===== src/rtl/alu_serial_seq.sv =====
// Bit-serial ALU sequencer: drives an external 1-bit ALU LSB first and assembles the word result and flags.
// Optional SLT support (op 0111) is enabled by defining ALU_SEQ_SLT_EN.
module alu_serial_seq #(
  parameter int unsigned WIDTH = 8
) (
  input  logic             clk,
  input  logic             reset,
  input  logic             start,
  input  logic [3:0]       op,
  input  logic [WIDTH-1:0] a,
  input  logic [WIDTH-1:0] b,
  output logic             busy,
  output logic             done,
  output logic [WIDTH-1:0] result,
  output logic             carry_out,
  output logic             overflow,
  output logic             zero,
  output logic             op_err,
  output logic             alu_a,
  output logic             alu_b,
  output logic             alu_cin,
  output logic [3:0]       alu_op,
  input  logic             alu_result,
  input  logic             alu_cout
);

  localparam int unsigned   CW     = $clog2(WIDTH);
  localparam logic [CW-1:0] LAST   = CW'(WIDTH - 1);
  localparam logic [3:0]    OP_AND = 4'b0000;
  localparam logic [3:0]    OP_OR  = 4'b0001;
  localparam logic [3:0]    OP_ADD = 4'b0010;
  localparam logic [3:0]    OP_SUB = 4'b0110;
  localparam logic [3:0]    OP_SLT = 4'b0111;
  localparam logic [3:0]    OP_NOR = 4'b1100;

`ifdef ALU_SEQ_SLT_EN
  localparam bit SLT_EN = 1'b1;
`else
  localparam bit SLT_EN = 1'b0;
`endif

  typedef enum logic [1:0] {
    IDLE = 2'd0,
    RUN  = 2'd1,
    DONE = 2'd2
  } state_t;

  state_t           state_q, state_d;
  logic [CW-1:0]    cnt_q;
  logic [WIDTH-1:0] a_sh, b_sh, res_sh;
  logic             carry_q;
  logic             accept, op_ok, last_bit;
  logic [WIDTH-1:0] res_full, res_fin;
  logic             cout_fin, ovf_fin;

  // Operand shifters present the current bit at position 0 and drain to zero by the end of RUN.
  assign alu_a   = a_sh[0];
  assign alu_b   = b_sh[0];
  assign alu_cin = carry_q;

  always_ff @(posedge clk) begin
    if (reset) state_q <= IDLE;
    else       state_q <= state_d;
  end

  // Next state, start decode and final result/flag assembly from the last bit slice.
  always_comb begin
    state_d  = state_q;
    accept   = 1'b0;
    op_ok    = 1'b0;
    last_bit = 1'b0;
    res_full = {alu_result, res_sh[WIDTH-1:1]};
    res_fin  = res_full;
    cout_fin = 1'b0;
    ovf_fin  = 1'b0;

    case (op)
      OP_AND, OP_OR, OP_ADD, OP_SUB, OP_NOR: op_ok = 1'b1;
      OP_SLT:  op_ok = SLT_EN;
      default: op_ok = 1'b0;
    endcase

    case (state_q)
      IDLE: begin
        if (start) begin
          accept  = 1'b1;
          state_d = op_ok ? RUN : DONE;
        end
      end
      RUN: begin
        if (cnt_q == LAST) begin
          last_bit = 1'b1;
          state_d  = DONE;
        end
      end
      DONE:    state_d = IDLE;
      default: state_d = IDLE;
    endcase

    // op bit 1 marks the carry-chain ops (ADD, SUB, SLT)
    if (op_q_arith()) begin
      cout_fin = alu_cout;
      ovf_fin  = carry_q ^ alu_cout;
    end
    if (alu_op == OP_SLT) begin
      res_fin  = WIDTH'(res_full[WIDTH-1] ^ carry_q ^ alu_cout);
      cout_fin = 1'b0;
      ovf_fin  = 1'b0;
    end
  end

  function automatic logic op_q_arith();
    return alu_op[1];
  endfunction

  // Datapath, handshake and status registers.
  always_ff @(posedge clk) begin
    if (reset) begin
      busy      <= 1'b0;
      done      <= 1'b0;
      result    <= '0;
      carry_out <= 1'b0;
      overflow  <= 1'b0;
      zero      <= 1'b1;
      op_err    <= 1'b0;
      alu_op    <= '0;
      carry_q   <= 1'b0;
      cnt_q     <= '0;
      a_sh      <= '0;
      b_sh      <= '0;
      res_sh    <= '0;
    end else begin
      busy <= (state_d != IDLE);
      done <= (state_d == DONE);
      if (accept) begin
        cnt_q <= '0;
        if (op_ok) begin
          a_sh    <= a;
          b_sh    <= b;
          alu_op  <= op;
          carry_q <= op[2] & op[1];
          op_err  <= 1'b0;
        end else begin
          result    <= '0;
          carry_out <= 1'b0;
          overflow  <= 1'b0;
          zero      <= 1'b1;
          op_err    <= 1'b1;
        end
      end else if (state_q == RUN) begin
        a_sh    <= a_sh >> 1;
        b_sh    <= b_sh >> 1;
        res_sh  <= res_full;
        cnt_q   <= cnt_q + CW'(1);
        carry_q <= alu_op[1] ? alu_cout : 1'b0;
        if (last_bit) begin
          alu_op    <= '0;
          carry_q   <= 1'b0;
          result    <= res_fin;
          carry_out <= cout_fin;
          overflow  <= ovf_fin;
          zero      <= (res_fin == '0);
        end
      end
    end
  end

endmodule


===== config.mk =====
export PLATFORM = sky130hd
export DESIGN_NAME = alu_serial_seq
export DESIGN_NICKNAME = d
export VERILOG_FILES = /design/src/rtl/alu_serial_seq.sv
export SDC_FILE = /design/constraint.sdc
export NUM_CORES = 1
export LEC_CHECK = 0
export BUFFER_PORTS_ARGS = -buffer_cell sky130_fd_sc_hd__buf_2
export CELL_PAD_IN_SITES_DETAIL_PLACEMENT = 2
export CELL_PAD_IN_SITES_GLOBAL_PLACEMENT = 2
export CORE_MARGIN = 3
export CORE_UTILIZATION = 34
export CTS_CLUSTER_DIAMETER = 60
export DETAILED_ROUTE_END_ITERATION = 6
export PLACE_DENSITY = 0.83
export SYNTH_ARGS = -nofsm -noshare
export SYNTH_HDL_FRONTEND = slang
export SYNTH_SLANG_ARGS = --single-unit
export TNS_END_PERCENT = 30

===== constraint.sdc =====
create_clock -name clk -period 2.44 [get_ports clk]
set_input_delay 0.244 -clock clk [delete_from_list [all_inputs] [get_ports clk]]
set_output_delay 0.244 -clock clk [all_outputs]
set_load 0.05 [all_outputs]

# Yosys cells after proc, flatten, opt, wreduce, memory -nomap -nowiden
# Cells that the tools add are included.
[word_totals]
register_bits = 48
n_memories = 0
input_bits = 25
latchBits = 0
rom_bits = 0
ram_bits = 0
[classes]
addsub = 1
shift = 0
div = 0
n_eq_ne = 10
multipliers = 0
n_bitwise = 5
reduce_logical = 12
mux = 44
magnitude_cmp = 0
[op_table]
columns = ["operator", "count"]
rows = [
  ["2-to-1 mux 8 bit", 11],
  ["2-to-1 mux 1 bit", 25],
  ["2-to-1 mux 4 bit", 4],
  ["== test 4 x 3 -> 1 bit (second input constant)", 2],
  ["logical NOT 8 bit", 1],
  ["2-to-1 mux 2 bit", 3],
  ["AND reduction 3 bit", 2],
  ["nonzero test 2 bit", 3],
  ["OR reduction 5 bit", 1],
  ["== test 4 x 1 -> 1 bit (second input constant)", 1],
  ["== test 4 x 2 -> 1 bit (second input constant)", 1],
  ["== test 4 bit (second input constant)", 1],
  ["logical NOT 4 bit", 1],
  ["case mux 2 bit (2 select lines)", 1],
  ["AND reduction 2 bit", 2],
  ["adder 3 x 1 -> 3 bit (second input constant)", 1],
  ["== test 3 bit (second input constant)", 1],
  ["bitwise XOR 1 bit", 3],
  ["== test 2 x 1 -> 1 bit (second input constant)", 1],
  ["== test 2 bit (second input constant)", 1],
  ["logical NOT 2 bit", 1],
  ["inequality test 2 x 1 -> 1 bit (second input constant)", 1],
  ["inequality test 2 bit (second input constant)", 1],
  ["OR reduction 2 bit", 1],
  ["other kinds (2)", 2],
]

# Logic depth before layout (Yosys ltp)
[logic_depth]
word_depth = 7
ltp_mapped = 6

# Worst setup path after synthesis
# OpenSTA, ideal clock, no wires.
[synth_path]
path_type = "register -> register"
from = "reg carry_q (netlist: alu_cin)"
to = "reg result[0]"
slack_ns = 0.919
stages_incl_launch_ff = 5
t_arrival_ns = 1.404
period_less_slack_ns = 1.521
cell_sequence = "dfxtp_1 xnor2_1 xnor2_1 mux2_2 a22o_1"
[synth_via]
elab_chain_len = 6
[synth_lines]
columns = ["element", "line_no", "rtl"]
rows = [
  ["from (decl)", "51", "logic carry_q;"],
  ["from (signal assigned)", "141", "carry_q <= op[2] & op[1];"],
  ["from (signal assigned)", "155", "carry_q <= alu_op[1] ? alu_cout : 1'b0;"],
  ["bitwise XOR 1 bit (2 in a row)", "106", "res_fin = WIDTH'(res_full[WIDTH-1] ^ carry_q ^ alu_cout);"],
  ["2-to-1 mux 8 bit", "105", "if (alu_op == OP_SLT) begin"],
  ["2-to-1 mux 8 bit", "156", "if (last_bit) begin"],
  ["2-to-1 mux 8 bit", "150", "end else if (state_q == RUN) begin"],
  ["2-to-1 mux 8 bit", "135", "if (accept) begin"],
  ["to (signal assigned)", "159", "result <= res_fin;"],
  ["to (decl)", "14", "output logic [WIDTH-1:0] result,"],
]
# Every way passes these cells. The select of a mux whose other input is x is not followed.
# A chain may end at the register's enable or synchronous reset.

# Worst setup path in the final report
[layout_path]
from = "reg cnt_q[0]"
to = "reg carry_out"
[layout_via]
elab_chain_len = 5
[layout_lines]
columns = ["element", "line_no", "rtl"]
rows = [
  ["from (decl)", "49", "logic [CW-1:0] cnt_q;"],
  ["from (signal assigned)", "154", "cnt_q <= cnt_q + CW'(1);"],
  ["== test 3 bit", "91", "if (cnt_q == LAST) begin"],
  ["2-to-1 mux 1 bit", "91", ""],
  ["2-to-1 mux 1 bit", "83", "case (state_q)"],
  ["nonzero test 2 bit (no line)", "-", ""],
  ["AND reduction 3 bit (no line)", "-", ""],
  ["to (signal assigned)", "160", "carry_out <= cout_fin;"],
  ["to (decl)", "15", "output logic carry_out,"],
]
# Every way passes these cells.

==> results_dict.tcl <==
set metrics [dict create \
    status "finished, final reports clean" \
    wl_per_cell_um 17.0 \
    grt-ovfl-total 0 \
    grtUsageTotal_pct 18.2 \
    netlist_area_um2 1920 \
    die_y_um 81.2 \
    cp-end-kind "flop" \
    rsz0062_at_grt "no" \
    vias 1639 \
    critPathMostFrequentCell "ha_1" \
    power_density_nw_per_um2 691 \
    pwr-share-clk_pct 32.7 \
    synth_top_area_share_pct 49.0 \
    maxCapViolCount 0 \
    num_antenna_cells 0 \
    drt_iter0_drc 51 \
    post_cts_resized 0 \
    startpoint_type "flop" \
    dieWidth_um 81.2 \
    dieArea_um2 6590 \
    slew_headroom_pct 55.3 \
    tightest_slew_ns 0.667 \
    cp.arrival_ns 2.04 \
    io_buffers 45 \
    h-tree-depth 2 \
    root_buffer "clkbuf_8" \
    hp-class "in2reg" \
    grt_pass1_vias 1759 \
    intPower_uw 1150 \
    coreArea_um2 5270 \
    switchingPower_uw 434 \
    synthTopCellsByCount "dfxtp_1 (47), nor2_1 (32), nand2_1 (22)" \
    switching_share_pct 27.3 \
    gp_congestion 0.721 \
    start_util_pct 36.5 \
    clk_latency_ns 0.30 \
    crit_chain "ha_1 -> ha_1 -> nand2_2 -> nor3b_2 -> a32o_1" \
    row_count 26 \
    design_area_um2 2300 \
    cts_hold_buffers 0 \
    fin_nets 270 \
    path_max_fanout 9 \
    grt_max_degree 22 \
    area_growth_pct 19.6 \
    postCtsSetupBuffers 0 \
    grt_pass1_wl_um 9140 \
    clk_pin_slew_ns 0.09 \
    synth_cells 199 \
    p_seq_share_pct 52.5 \
    yosysWarnings 0 \
    max_stage_delay_ns 0.59 \
    slowest_stage "nor3b_2" \
    synthFlopType "dfxtp_1" \
    ys_async_sr_fraction_pct 0 \
    dp_hpwl_um 3700 \
    slew_viol_final 0 \
    antenna_found_initial 0 \
    tns_ns 0 \
    layout-drive-gt1-share_pct 32.8 \
    clock-sinks 47 \
    hold_violations 0 \
    yosysMostFrequentCell "dfxtp_1" \
    synth_area_leaders "dfxtp_1 (49%), o221a_2 (6.4%), nor2_1 (6.3%)" \
    vdd_drop_max_uv 291 \
    clockBufferDepth 2 \
    ios 46 \
    drc 0 \
    synth_enable_flop_cells 0 \
    seq_area_frac_synth_pct 49.0 \
    drt-pass1-iter-count 4 \
    syn_nets 226 \
    layout_min_cycle_time_ns 1.80 \
    synth.largest_area_cell "dfxtp_1" \
    place_area_um2 2200 \
    postRouteAntennaNets 0 \
    clock_skew_ns 0.00467 \
    finalSetupViolCount 0 \
    wl_um 5340 \
    avgSynthCellArea_um2 9.66 \
    fin_crit_sh_pct 73.7 \
    cts_tree "built" \
    max_freq_ghz 0.556 \
    total_power_uw 1590 \
    worstSetupPathType "reg2reg" \
    viasPerCell 5.22 \
    p_comb_share_pct 14.8 \
    synth_cell_types 37 \
    ys_ff_latch 47 \
    required_ns 2.68 \
    leakage_uw 0.000976 \
    cts_inserted_buffers 5 \
]
## sequential cells by signal (all words and copies together) (netlist names)
name / cells
carry_out: 1
a_sh: 8
result: 8
op_err: 1
done: 1
cnt_q: 3
overflow: 1
zero: 1
b_sh: 8
state_q: 2
alu_cin: 1
alu_op: 4
busy: 1
res_sh: 7
## area by class of cell
type                            instances  area, um2
Clock buffer                            8        100
Fill cell                             592       2970
Inverter                                2       7.51
Multi-Input combinational cell        137        900
Sequential cell                        47        941
Tap cell                               70       87.6
Timing Repair Buffer                   50        263
## power groups by stage
stage / combinational, uW / sequential (uW) / clock (uW)
floorplan: 129 / 887 / 0
detailed placement: 235 / 851 / 0
global route: 258 / 839 / 572
CTS: 239 / 833 / 536
finish: 235 / 833 / 520
global placement: 229 / 850 / 0
## layer usage
metal / up-vias / track usage [%] / routed length (um)
met3: 5 / 3.10 / 199
met4: 0 / 5.57 / 63
met1: 805 / 23.6 / 2480
met5: - / 0 / 0
met2: 30 / 30.5 / 2590
li1: 799 / - / -
## cells in the final DEF, fill, tap and decap left out, types with 3 or more instances in the layout
| cell | n |
|---|---|
| xnor2_1 | 3 |
| nand3_1 | 7 |
| o221a_1 | 3 |
| nor2_1 | 32 |
| clkbuf_8 | 7 |
| dfxtp_1 | 47 |
| a22o_1 | 9 |
| a21oi_1 | 15 |
| nand2_1 | 22 |
| buf_4 | 5 |
| o221a_2 | 11 |
| nor3_1 | 8 |
| nor3b_2 | 3 |
| buf_2 | 45 |
## per-stage QoR
stage | instances | worst slack [ns] | hold slack [ns] | utilization, %
after global placement | 306 | 0.661 | 0.446 | 41.7
final | 314 | 0.642 | 0.197 | 43.6
after global routing | 314 | 0.488 | 0.211 | 43.6
after detailed placement | 306 | 0.609 | 0.453 | 41.7
after floorplan | 199 | 0.919 | 0.377 | -
after CTS | 314 | 0.598 | 0.200 | 43.6
## kinds of logic (layout without fill, tap and decap cells)
family	after synthesis	in the layout	share of synthesized area, %
and+or+nand+nor	85	85	23.1
xor gates and xnor gates	3	3	1.37
adders and majority gates	2	2	1.30
DFF	47	47	49.0
muxes	3	3	1.63
buffers and inverters	15	60	4.23
AOI/OAI and AO/OA	44	44	19.4
## worst paths after layout
kind         slack, ns                      to  cells after the start             startpoint
min reg2reg       0.46       zero$_SDFFE_PP1P_                      2      zero$_SDFFE_PP1P_
max               0.64  carry_out$_SDFFE_PP0P_                      5  cnt_q[0]$_SDFFE_PP0P_
max reg2reg       0.64  carry_out$_SDFFE_PP0P_                      5  cnt_q[0]$_SDFFE_PP0P_
min               0.20    b_sh[7]$_SDFFE_PP0P_                      3                   b[7]
## critical path: cells and delay by family, from the launching register on
family	cells	cell delay [ns]
and+or+nand+nor	2	0.73
DFF	1	0.37
adders and majority gates	2	0.37
AOI/OAI and AO/OA	1	0.27
(Power assumes the default switching activity.)
